### src/rtl/dmem_pkg.sv
// Shared encodings for the data-memory access controller: access sizes, FSM states,
// and the misalignment rule used to reject requests before any RAM access.
package dmem_pkg;

  localparam int unsigned DATA_WIDTH = 32;

  typedef enum logic [1:0] {
    SizeByte    = 2'b00,
    SizeHalf    = 2'b01,
    SizeWord    = 2'b10,
    SizeIllegal = 2'b11
  } size_e;

  typedef enum logic [1:0] {
    StIdle   = 2'b00,
    StRdWait = 2'b01,
    StRmwWr  = 2'b10,
    StResp   = 2'b11
  } state_e;

  function automatic logic req_misaligned(size_e size, logic [1:0] off);
    case (size)
      SizeByte: return 1'b0;
      SizeHalf: return off[0];
      SizeWord: return off != 2'b00;
      default:  return 1'b1;
    endcase
  endfunction

endpackage

### src/rtl/dmem_lane_unit.sv
// Little-endian lane handling: extract+extend a sub-word for loads, and merge
// right-aligned store data into the lane(s) of an existing word for read-modify-write.
module dmem_lane_unit
  import dmem_pkg::*;
(
  input  logic [DATA_WIDTH-1:0] word_i,
  input  logic [1:0]            off_i,
  input  size_e                 size_i,
  input  logic                  signed_i,
  input  logic [DATA_WIDTH-1:0] wdata_i,
  output logic [DATA_WIDTH-1:0] load_o,
  output logic [DATA_WIDTH-1:0] merge_o
);

  logic [7:0]  byte_sel;
  logic [15:0] half_sel;

  always_comb begin
    byte_sel = word_i[{off_i, 3'b000} +: 8];
    half_sel = off_i[1] ? word_i[31:16] : word_i[15:0];
    load_o   = word_i;
    merge_o  = wdata_i;
    case (size_i)
      SizeByte: begin
        load_o  = {{24{signed_i & byte_sel[7]}}, byte_sel};
        merge_o = word_i;
        merge_o[{off_i, 3'b000} +: 8] = wdata_i[7:0];
      end
      SizeHalf: begin
        load_o  = {{16{signed_i & half_sel[15]}}, half_sel};
        merge_o = off_i[1] ? {wdata_i[15:0], word_i[15:0]} : {word_i[31:16], wdata_i[15:0]};
      end
      default: begin
        load_o  = word_i;
        merge_o = wdata_i;
      end
    endcase
  end

endmodule

### src/rtl/dmem_access_ctrl.sv
// CPU load/store front-end for a single-port-style synchronous RAM. Requests are fully
// serialised; sub-word stores go through a read-modify-write cycle.
module dmem_access_ctrl
  import dmem_pkg::*;
#(
  parameter int unsigned ADDR_WIDTH = 6
) (
  input  logic                  clk,
  input  logic                  rst,
  input  logic                  req_valid,
  output logic                  req_ready,
  input  logic                  req_we,
  input  logic [1:0]            req_size,
  input  logic                  req_signed,
  input  logic [ADDR_WIDTH+1:0] req_addr,
  input  logic [DATA_WIDTH-1:0] req_wdata,
  output logic                  resp_valid,
  output logic [DATA_WIDTH-1:0] resp_rdata,
  output logic                  resp_err,
  output logic [ADDR_WIDTH-1:0] ram_read_addr,
  output logic [ADDR_WIDTH-1:0] ram_write_addr,
  output logic [DATA_WIDTH-1:0] ram_data,
  output logic                  ram_we,
  input  logic [DATA_WIDTH-1:0] ram_q
);

  state_e                state_q, state_d;
  logic [ADDR_WIDTH-1:0] addr_q;
  logic [1:0]            off_q;
  size_e                 size_q;
  logic                  signed_q;
  logic [DATA_WIDTH-1:0] wdata_q;
  logic                  resp_valid_q, resp_valid_d;
  logic                  resp_err_q, resp_err_d;
  logic [DATA_WIDTH-1:0] resp_rdata_q, resp_rdata_d;

  logic [ADDR_WIDTH-1:0] req_word;
  size_e                 req_size_e;
  logic                  idle, accept, req_err, word_store;
  logic [DATA_WIDTH-1:0] load_data, merge_data;

  assign req_word   = req_addr[ADDR_WIDTH+1:2];
  assign req_size_e = size_e'(req_size);
  assign idle       = (state_q == StIdle);
  assign req_ready  = idle & ~rst;
  assign accept     = req_valid & req_ready;
  assign req_err    = req_misaligned(req_size_e, req_addr[1:0]);
  assign word_store = req_we & (req_size_e == SizeWord) & ~req_err;

  // Word stores write straight from the request in the accept cycle; RMW writes
  // use the latched request merged with the word read one cycle earlier.
  assign ram_read_addr  = idle ? req_word : addr_q;
  assign ram_write_addr = idle ? req_word : addr_q;
  assign ram_data       = idle ? req_wdata : merge_data;
  assign ram_we         = ~rst & ((accept & word_store) | (state_q == StRmwWr));

  assign resp_valid = resp_valid_q;
  assign resp_err   = resp_err_q;
  assign resp_rdata = resp_rdata_q;

  dmem_lane_unit u_lane (
    .word_i   (ram_q),
    .off_i    (off_q),
    .size_i   (size_q),
    .signed_i (signed_q),
    .wdata_i  (wdata_q),
    .load_o   (load_data),
    .merge_o  (merge_data)
  );

  always_comb begin
    state_d      = state_q;
    resp_valid_d = 1'b0;
    resp_err_d   = 1'b0;
    resp_rdata_d = '0;
    case (state_q)
      StIdle: begin
        if (accept) begin
          if (req_err) begin
            state_d      = StResp;
            resp_valid_d = 1'b1;
            resp_err_d   = 1'b1;
          end else if (word_store) begin
            state_d      = StResp;
            resp_valid_d = 1'b1;
          end else if (req_we) begin
            state_d = StRmwWr;
          end else begin
            state_d = StRdWait;
          end
        end
      end
      StRdWait: begin
        state_d      = StResp;
        resp_valid_d = 1'b1;
        resp_rdata_d = load_data;
      end
      StRmwWr: begin
        state_d      = StResp;
        resp_valid_d = 1'b1;
      end
      default: state_d = StIdle;
    endcase
  end

  always_ff @(posedge clk) begin
    if (rst) begin
      state_q      <= StIdle;
      resp_valid_q <= 1'b0;
      resp_err_q   <= 1'b0;
      resp_rdata_q <= '0;
      addr_q       <= '0;
      off_q        <= '0;
      size_q       <= SizeByte;
      signed_q     <= 1'b0;
      wdata_q      <= '0;
    end else begin
      state_q      <= state_d;
      resp_valid_q <= resp_valid_d;
      resp_err_q   <= resp_err_d;
      resp_rdata_q <= resp_rdata_d;
      if (accept) begin
        addr_q   <= req_word;
        off_q    <= req_addr[1:0];
        size_q   <= req_size_e;
        signed_q <= req_signed;
        wdata_q  <= req_wdata;
      end
    end
  end

endmodule

### config.mk
export PLATFORM = sky130hd
export DESIGN_NAME = dmem_access_ctrl
export DESIGN_NICKNAME = d
export VERILOG_FILES = /design/src/rtl/dmem_pkg.sv /design/src/rtl/dmem_lane_unit.sv /design/src/rtl/dmem_access_ctrl.sv
export SDC_FILE = /design/constraint.sdc
export NUM_CORES = 1
export LEC_CHECK = 0
export CORE_AREA = 4 4 124 102
export CTS_CLUSTER_SIZE = 40
export DETAILED_ROUTE_END_ITERATION = 16
export DIE_AREA = 0 0 128 106
export PLACE_DENSITY = 0.75
export SYNTH_ARGS = -nofsm -noshare
export SYNTH_HDL_FRONTEND = slang
export SYNTH_SLANG_ARGS = --single-unit
### constraint.sdc
create_clock -name clk -period 2.8 [get_ports clk]
set_input_delay 0.28 -clock clk [delete_from_list [all_inputs] [get_ports clk]]
set_output_delay 0.28 -clock clk [all_outputs]
set_load 0.03 [all_outputs]
## Word-level counts from Yosys, hierarchy flattened

Cells that the tools add are included.

| operators by class | value |
|---|---|
| add/subtract/negate cells | 1 |
| eq/ne operators | 6 |
| shift-type cells | 3 |
| muxes and demuxes | 18 |
| bitwise gates (word level) | 14 |
| reductions and logical operators | 7 |

Operator list:

| operator | count |
|---|---|
| case mux 32 bit (2 select lines) | 2 |
| 2-to-1 mux 32 bit | 2 |
| bitwise mux 32 bit | 1 |
| variable shift 8 x 7 -> 32 bit, first input constant | 1 |
| indexed part select 32 x 6 -> 8 bit | 1 |
| indexed part select 8 x 7 -> 32 bit | 1 |
| 2-to-1 mux 16 bit | 1 |
| bitwise AND 1 bit | 8 |
| 2-to-1 mux 2 bit | 4 |
| negation 5 -> 7 bit | 1 |
| == test 2 x 1 -> 1 bit, second input constant | 3 |
| zero test 2 bit | 3 |
| 2-to-1 mux 6 bit | 1 |
| inverter 1 bit | 5 |
| == test 2 bit, second input constant | 2 |
| 2-to-1 mux 1 bit | 4 |
| case mux 2 bit (2 select lines) | 1 |
| OR reduction 2 bit | 2 |
| case mux 1 bit (3 select lines) | 1 |
| OR reduction 3 bit | 1 |
| inequality test 2 x 1 -> 1 bit, second input constant | 1 |
| case mux 1 bit (2 select lines) | 1 |
| nonzero test 2 bit | 1 |
| bitwise OR 1 bit | 1 |

| storage, ports and cells | value |
|---|---|
| flip-flop bits (word level) | 79 |
| input port bits | 79 |
| output and inout port bits | 80 |

## Longest topological paths before layout

Gate-level depths: netlist (run 1).

| logic depth | value |
|---|---|
| depth after elaboration | 8 |
| depth in mapped cells | 8 |
| mapped depth without buffers | 5 |

## Cells and area by module

Synthesis (run 1) repeated with hierarchy kept, for this count alone.

| unflattened totals | value |
|---|---|
| cells, all modules | 570 |
| area, all modules | 4658.2 um2 |

By module, submodules not included:

| module | times used | cells an instance | area each (um2) | seq. area each (um2) |
|---|---|---|---|---|
| dmem_access_ctrl | 1 | 336 | 3131.8 | 1581.5 |
| dmem_lane_unit | 1 | 234 | 1526.5 | 0.0 |

## Worst setup path after synthesis (run 1)

Ideal clock, no wire load.

| timing | value |
|---|---|
| path kind | register to output |
| from | register off_q[1] |
| to | output port ram_data[0] |
| arrival time | 2.424 ns |
| data required time | 2.520 ns |
| slack | 0.096 ns |
| stages on the path, launching flop included | 8 |
| path through | dfxtp_1 -> buf_6 -> buf_2 -> inv_1 -> ha_1 -> nor4b_1 -> a211oi_2 -> o311ai_1 |

| on the way | value |
|---|---|
| cells in the longest elaborated chain, start to end | 5 |

RTL lines:

| what | RTL line | source |
|---|---|---|
| start: declaration | dmem_access_ctrl.sv:29 | `logic [1:0] off_q;` |
| start signal: assignment | dmem_access_ctrl.sv:124 | `off_q <= req_addr[1:0];` |
| negation 5 -> 7 bit | dmem_lane_unit.sv:27 | `merge_o[{off_i, 3'b000} +: 8] = wdata_i[7:0];` |
| indexed part select 8 x 7 -> 32 bit / variable shift 8 x 7 -> 32 bit (equally long branches) | dmem_lane_unit.sv:27 |  |
| bitwise mux 32 bit | dmem_lane_unit.sv:27 |  |
| case mux 32 bit (2 select lines) (*) | dmem_lane_unit.sv:23 | `case (size_i)` |
| 2-to-1 mux 32 bit (*) | dmem_access_ctrl.sv:54 | `assign ram_data = idle ? req_wdata : merge_data;` |
| end: declaration | dmem_access_ctrl.sv:22 | `output logic [DATA_WIDTH-1:0] ram_data,` |

Mark *: on every way between the ends. The rest lies on a longest branch, timed or not.

## Worst setup path in the final report (run 1)

| timing | value |
|---|---|
| from | register off_q[0] |
| to | output port ram_data[16] |

| on the way | value |
|---|---|
| cells in the longest elaborated chain, start to end | 5 |

RTL lines:

| what | RTL line |
|---|---|
| negation 5 -> 7 bit (*) | dmem_lane_unit.sv:27 |
| indexed part select 8 x 7 -> 32 bit / variable shift 8 x 7 -> 32 bit (equally long branches) | dmem_lane_unit.sv:27 |
| bitwise mux 32 bit (*) | dmem_lane_unit.sv:27 |
| case mux 32 bit (2 select lines) (*) | dmem_lane_unit.sv:23 |
| 2-to-1 mux 32 bit (*) | dmem_access_ctrl.sv:54 |

Marked as above.

==> results of run 1 <==
## registers in the layout, summed over array words and instances (netlist names)
signal and count:
addr_q 6, off_q 2, resp_err 1, resp_rdata 32, resp_valid 1, signed_q 1
size_q 2, state_q 2, wdata_q 32
## logic make-up (layout without fill, tap and decap cells)
kind of cell | Yosys count | after routing | synth area share [%]
AO/OA/AOI/OAI | 150 | 150 | 21.8
flip-flops | 79 | 79 | 32.1
AND/OR/NAND/NOR | 270 | 270 | 30.2
buffers and inverters | 80 | 211 | 7.57
adder cells (fa/ha/maj) | 9 | 9 | 2.29
multiplexers | 26 | 26 | 5.97
## layout by cell type, fill, tap and decap left out, types with 3 or more instances in the layout
master / synthesis / layout
nand3_1: 16 / 16
nand2_1: 101 / 101
nand2b_1: 7 / 7
nand4_1: 8 / 8
buf_4: 8 / 37
buf_12: 0 / 18
o21ai_0: 23 / 23
a21oi_1: 16 / 16
dfxtp_1: 79 / 76
a2111oi_0: 7 / 7
ha_1: 9 / 8
nor2b_1: 21 / 21
a221oi_1: 8 / 8
o31ai_1: 11 / 11
a22oi_1: 8 / 8
clkdlybuf4s50_1: 0 / 124
nand3b_1: 51 / 51
and2_1: 3 / 3
o22ai_1: 16 / 16
nand4b_1: 9 / 9
clkbuf_16: 0 / 9
mux2_1: 9 / 9
inv_1: 15 / 15
nor2_1: 33 / 33
a31oi_1: 16 / 16
and3b_1: 9 / 8
o311ai_1: 8 / 8
mux2_2: 15 / 15
a41oi_1: 17 / 16
a32oi_1: 8 / 8
## path summary, 6_finish.rpt
kind / startpoint / end / slack, ns / cells after the start
worst max-delay path: off_q[0]$_SDFFE_PP0N_ / ram_data[16] / 0.009 / 7
worst max register to register: size_q[1]$_SDFFE_PP0N_ / resp_rdata[12]$_SDFF_PP0_ / 0.63 / 4
worst min register to register: wdata_q[21]$_SDFFE_PP0N_ / wdata_q[21]$_SDFFE_PP0N_ / 0.48 / 2
worst min-delay path: req_signed / signed_q$_SDFFE_PP0N_ / 0.47 / 3
## stage by stage
stage          setup TNS (ns)  instance area, um2  total power [uW]
2_1_floorplan               0                4920              4010
3_3_place_gp                0                6670              5800
3_5_place_dp                0                6670              5900
4_1_cts                     0                7010              7210
5_1_grt                -0.659                7040              7580
6_report                    0                7040              7260
## power by group through the flow
stage               sequential (uW)  combinational, uW  clock [uW]
floorplan                      1510               2500           0
global placement               1490               4300           0
detailed placement             1500               4390           0
CTS                            1480               4420        1300
global route                   1510               4720        1350
finish                         1490               4470        1300
## routing by layer
| layer | part of all wire (%) | GRT usage [%] |
|---|---|---|
| met1 | 42 | 35.7 |
| met2 | 45 | 40.3 |
| met3 | 10 | 6.58 |
| met4 | 2.6 | 7.42 |
| met5 | 0 | 0 |
## tightest hold or removal path: stages
cell and delay, ns:
clkdlybuf4s50_1 0.39, nand2_1 0.06, nand2_1 0.04
## area by class of cell
| type | count | area, um2 |
|---|---|---|
| fill | 988 | 4350 |
| inverter | 16 | 60.1 |
| clock inverter | 6 | 92.6 |
| timing repair buffer | 179 | 1880 |
| sequential | 79 | 1590 |
| multi-input combinational | 455 | 2990 |
| tap | 148 | 185 |
| clock buffer | 10 | 239 |
## repair_timing
item / in CTS / in global routing
gates resized for setup: 1 / 6
setup buffers: 1 / 0
pin swaps: 1 / 0
setup endpoints to repair: 22 / 22
==> run_results.csv, run 1 <==
group,metric,value,unit
sta,maxSlewViolCount,0,
power_and_ir_drop,power.density,1030,nW/um2
sta,maxSlewHeadroom,44.1,%
power_and_ir_drop,seqPwrFrac,20.6,%
power_and_ir_drop,p_int,4020,uW
sta,hold_viol_final,0,
die,die_width,128,um
power_and_ir_drop,p_sw,3230,uW
die,num_rows,35,
sta,fin_skew,0.0105,ns
drt,drt_iter0_drc,673,
drt,dr_total_vias,5386,
placed_design,dp_cells,876,
cts,cts_root_buf,"clkbuf_16",
setup_path,crit_required,2.52,ns
drt,wl,18.2,mm
drt,via_per_inst,6.03,
drt,detail_route.wl_per_cell,20.4,um
sta,min_period,2.79,ns
cells_and_area,stdcell_count,893,
cts,numCtsBuffers,9,
hold_path,hp-class,"input pin to register",
yosys,synth_enable_flop_cells,0,
drt,post-route-drc-count,0,
yosys,syn_nets,702,
cells_and_area,area_growth,42.9,%
yosys,ys_top_cells_by_count,"101 x nand2_1, 79 x dfxtp_1, 51 x nand3b_1, 33 x nor2_1, 27 x clkbuf_1",
placed_design,dp_slack,0.232,ns
run_status,outcome,"finished, final reports clean",
power_and_ir_drop,switching_share,44.5,%
placed_design,dp_hpwl,13.5,mm
yosys,ys_types,54,
cells_and_area,final_util,61.8,%
yosys,synth_top_area_share,32.1,%
yosys,synth_ff_type,"dfxtp_1",
yosys,yosysMostFrequentCell,"nand2_1",
power_and_ir_drop,peakVddDrop,0.642,mV
setup_path,worst-setup-path-type,"register to primary output",
cells_and_area,drive_above_1_share,14.1,%
cts,insertion_delay,0.34,ns
die,fp.dieH,106,um
setup_path,cp.arrival,2.51,ns
drt,firstDrtPassIters,7,
setup_path,end_kind,"primary output",
yosys,async_flop_share,0,%
setup_path,cp_num_buf_inv,3,
die,coreArea,11400,um2
global_route,grt_overflow,0,
global_route,grt_pass1_vias,5118,
sta,hold_slack,0.468,ns
die,start_util,43.2,%
setup_path,crit_fanout,12,
yosys,syn_inst,614,
yosys,yosysTopAreaCell,"dfxtp_1",
placed_design,port_buffers,158,
yosys,yosys_warnings,0,
flow_run,drv_cap,0,
yosys,syn-cell-area,4920,um2
cts,cts_max_level,3,
global_route,grt.total_usage,26.0,%
cts,cts_tree,"built",
cells_and_area,diodes,0,
global_route,grt_first_pass_wirelength,28.1,mm
sta,worst_pin_slew,0.839,ns
setup_path,critPathMaxStageDelay,0.43,ns
cells_and_area,nets,828,
setup_path,slowest_stage,"dfxtp_4",
yosys,seq_area_frac_synth,32.1,%
yosys,ys_top_cells_by_area,"dfxtp_1 32%, nand3b_1 7.8%, nand2_1 7.7%",
sta,max_freq,0.358,GHz
sta,setup_ws,0.00935,ns
sta,finalCritPeriodShare,99.7,%
die,io_pins,159,
global_route,antenna_found_initial,0,
sta,setup_viol,0,
cts,clkTransAtPathRegs,0.07,ns
cts,clock_sinks,79,
placed_design,gpl.final_weighted_congestion,0.946,
power_and_ir_drop,power.share.clock,17.9,%
power_and_ir_drop,power.leakage,0.00269,uW
cts,holdBufCountCts,0,
die,dieArea,13600,um2
power_and_ir_drop,combPwrFrac,61.6,%
setup_path,start_kind,"register",
drt,antenna_left,0,
yosys,synth-seq-cells,79,
yosys,avgSynthCellArea,8.02,um2
setup_path,crit_family,"buffers and inverters",
cts,cts.path.max_buffers,2,
global_route,grt_start_max_net_pins,53,
setup_path,crit_chain,"inv_2 > ha_1 > nor4bb_1 > buf_4 > a32oi_1 > o22ai_1 > buf_12",
Note: power is estimated with default switching activity, not from simulation.
==> inputs of run 2 (changes only) <==
- GPL_TIMING_DRIVEN: not set -> 0
==> run_results.csv, run 2 (synthesis results as in run 1) <==
group,metric,value,unit
run_status,outcome,"finished, final reports clean",
setup_path,crit_fanout,12,
die,fp.dieH,106,um
cells_and_area,fillCellCount,1013,
setup_path,cp.arrival,2.47,ns
cells_and_area,mostFrequentLayoutCells,"119 x clkdlybuf4s50_1, 101 x nand2_1, 78 x dfxtp_1",
sta,finalCritPeriodShare,98.2,%
sta,maxSlewViolCount,0,
cts,cts_root_buf,"clkbuf_16",
die,die_width,128,um
sta,setup_viol,0,
die,num_rows,35,
setup_path,worst-r2r-cell-count,7,
cts,numCtsBuffers,9,
sta,setup_tns,0,ns
setup_path,end_kind,"primary output",
placed_design,dp_hpwl,15.4,mm
power_and_ir_drop,peakVddDrop,0.553,mV
sta,min_period,2.75,ns
setup_path,cp_num_buf_inv,4,
setup_path,crit_end,"ram_data[26]",
setup_path,start_kind,"register",
sta,fin_skew,0.00679,ns
setup_path,worst-setup-path-type,"register to primary output",
drt,drt_iter0_drc,705,
setup_path,regToRegEndpoint,"wdata_q[13]$_SDFFE_PP0N_",
hold_path,hp-class,"input pin to register",
sta,worst_pin_slew,0.600,ns
global_route,grt.total_usage,29.0,%
global_route,antenna_found_initial,0,
cts,clock_sinks,79,
cells_and_area,stdcell_count,939,
placed_design,dp_cells,920,
setup_path,crit_chain,"clkbuf_4 > inv_2 > ha_4 > nor3b_4 > buf_12 > nand3_1 > a41oi_1 > clkdlybuf4s15_2",
drt,firstDrtPassIters,5,
global_route,grt_start_max_net_pins,20,
power_and_ir_drop,combPwrFrac,59.3,%
global_route,grt_pass1_vias,5436,
die,io_pins,159,
power_and_ir_drop,power.density,982,nW/um2
cells_and_area,area_growth,43.8,%
drt,dr_total_vias,5668,
cells_and_area,mostFrequentLayoutCell,"clkdlybuf4s50_1",
die,coreArea,11400,um2
setup_path,path_depth,8,
setup_path,r2r_slack,0.82,ns
cts,clkTransAtPathRegs,0.06,ns
power_and_ir_drop,power.share.clock,19.8,%
drt,wl,20.0,mm
drt,antenna_left,0,
cts,cts_max_level,3,
cells_and_area,final-seq-area,1590,um2
power_and_ir_drop,switching_share,47.0,%
die,dieArea,13600,um2
placed_design,gpl.final_weighted_congestion,0.991,
cts,cts_tree,"built",
placed_design,port_buffers,158,
cells_and_area,final_util,62.2,%
cells_and_area,multi_input_area,3050,um2
global_route,grt_overflow,0,
flow_run,drv_cap,0,
global_route,grt_first_pass_wirelength,30.8,mm
sta,hold_viol_final,0,
setup_path,critPathMaxStageDelay,0.38,ns
cells_and_area,diodes,0,
sta,hold_slack,0.467,ns
hold_path,hp-start,"req_signed",
sta,max_freq,0.364,GHz
cts,cts.path.max_buffers,2,
drt,detail_route.wl_per_cell,21.3,um
power_and_ir_drop,power.leakage,0.00280,uW
setup_path,crit_path_start,"off_q[0]$_SDFFE_PP0N_",
drt,via_per_inst,6.04,
setup_path,crit_family,"buffers and inverters",
setup_path,r2r_start,"state_q[0]$_SDFFE_PP0P_",
cells_and_area,nets,874,
cts,holdBufCountCts,0,
power_and_ir_drop,seqPwrFrac,20.9,%
setup_path,slowest_stage,"dfxtp_1",
die,start_util,43.2,%
power_and_ir_drop,p_sw,3260,uW
power_and_ir_drop,p_int,3690,uW
drt,post-route-drc-count,0,
setup_path,crit_required,2.52,ns
cts,insertion_delay,0.34,ns
cells_and_area,drive_above_1_share,15.7,%
sta,maxSlewHeadroom,60.0,%
==> run 2: changes by cell type in the layout (fill, tap and decap cells not counted), moves of 4 or more <==
cell / delta
buf_2: +33
clkdlybuf4s50_1: -5
clkbuf_1: +23
clkbuf_2: +4
buf_1: +8
dlymetal6s2s_1: +7
buf_12: -17
buf_4: -15
==> run 2: per-layer routing <==
metal	track usage (%)	vias up	wire length, um
li1	-	2594	-
met1	40.7	2666	8810
met2	43.7	354	8650
met3	5.47	54	1870
met4	11.1	0	641
met5	0	-	0
==> run 2: repair_timing <==
action,CTS,global route
gates resized for setup,201,25
buffers inserted,6,0
endpoints found under the setup margin,32,35
pin swaps,3,0
==> run 2: layout make-up <==
cell class / count / share of cell area, %
multi-input combinational: 455 / 43.0
sequential: 79 / 22.4
timing repair buffer: 164 / 21.7
buffer: 61 / 4.45
clock buffer: 11 / 3.43
tap: 148 / 2.61
clock inverter: 5 / 1.47
inverter: 16 / 0.901
==> run 2: power by group through the flow <==
stage	combinational [uW]	sequential [uW]	clock, uW
after global placement	4140	1460	0
after CTS	4060	1450	1390
after detailed placement	4180	1470	0
final	4120	1460	1370
after floorplan	2500	1510	0
after global routing	4360	1470	1430
==> run 2: tightest hold or removal path, delay by kind of cell <==
kind          cells  cell delay (ns)
simple gates      2             0.09
buf+inv           1             0.40
==> run 2: per-stage QoR <==
stage / area [um2] / total power (uW) / setup WS (ns)
6_report: 7080 / 6950 / 0.0496
5_1_grt: 7080 / 7260 / -0.0402
4_1_cts: 7030 / 6900 / 0.000568
3_5_place_dp: 6690 / 5650 / -0.568
3_3_place_gp: 6690 / 5600 / -0.585
2_1_floorplan: 4920 / 4010 / 0.0957
==> run 2: worst min path at each step <==
stage | endpoint | cells past startpoint
2_1_floorplan | addr_q[0]$_SDFFE_PP0N_ | 2
3_3_place_gp | addr_q[4]$_SDFFE_PP0N_ | 2
3_5_place_dp | wdata_q[29]$_SDFFE_PP0N_ | 2
4_1_cts | signed_q$_SDFFE_PP0N_ | 3
5_1_grt | signed_q$_SDFFE_PP0N_ | 3
6_report | signed_q$_SDFFE_PP0N_ | 3
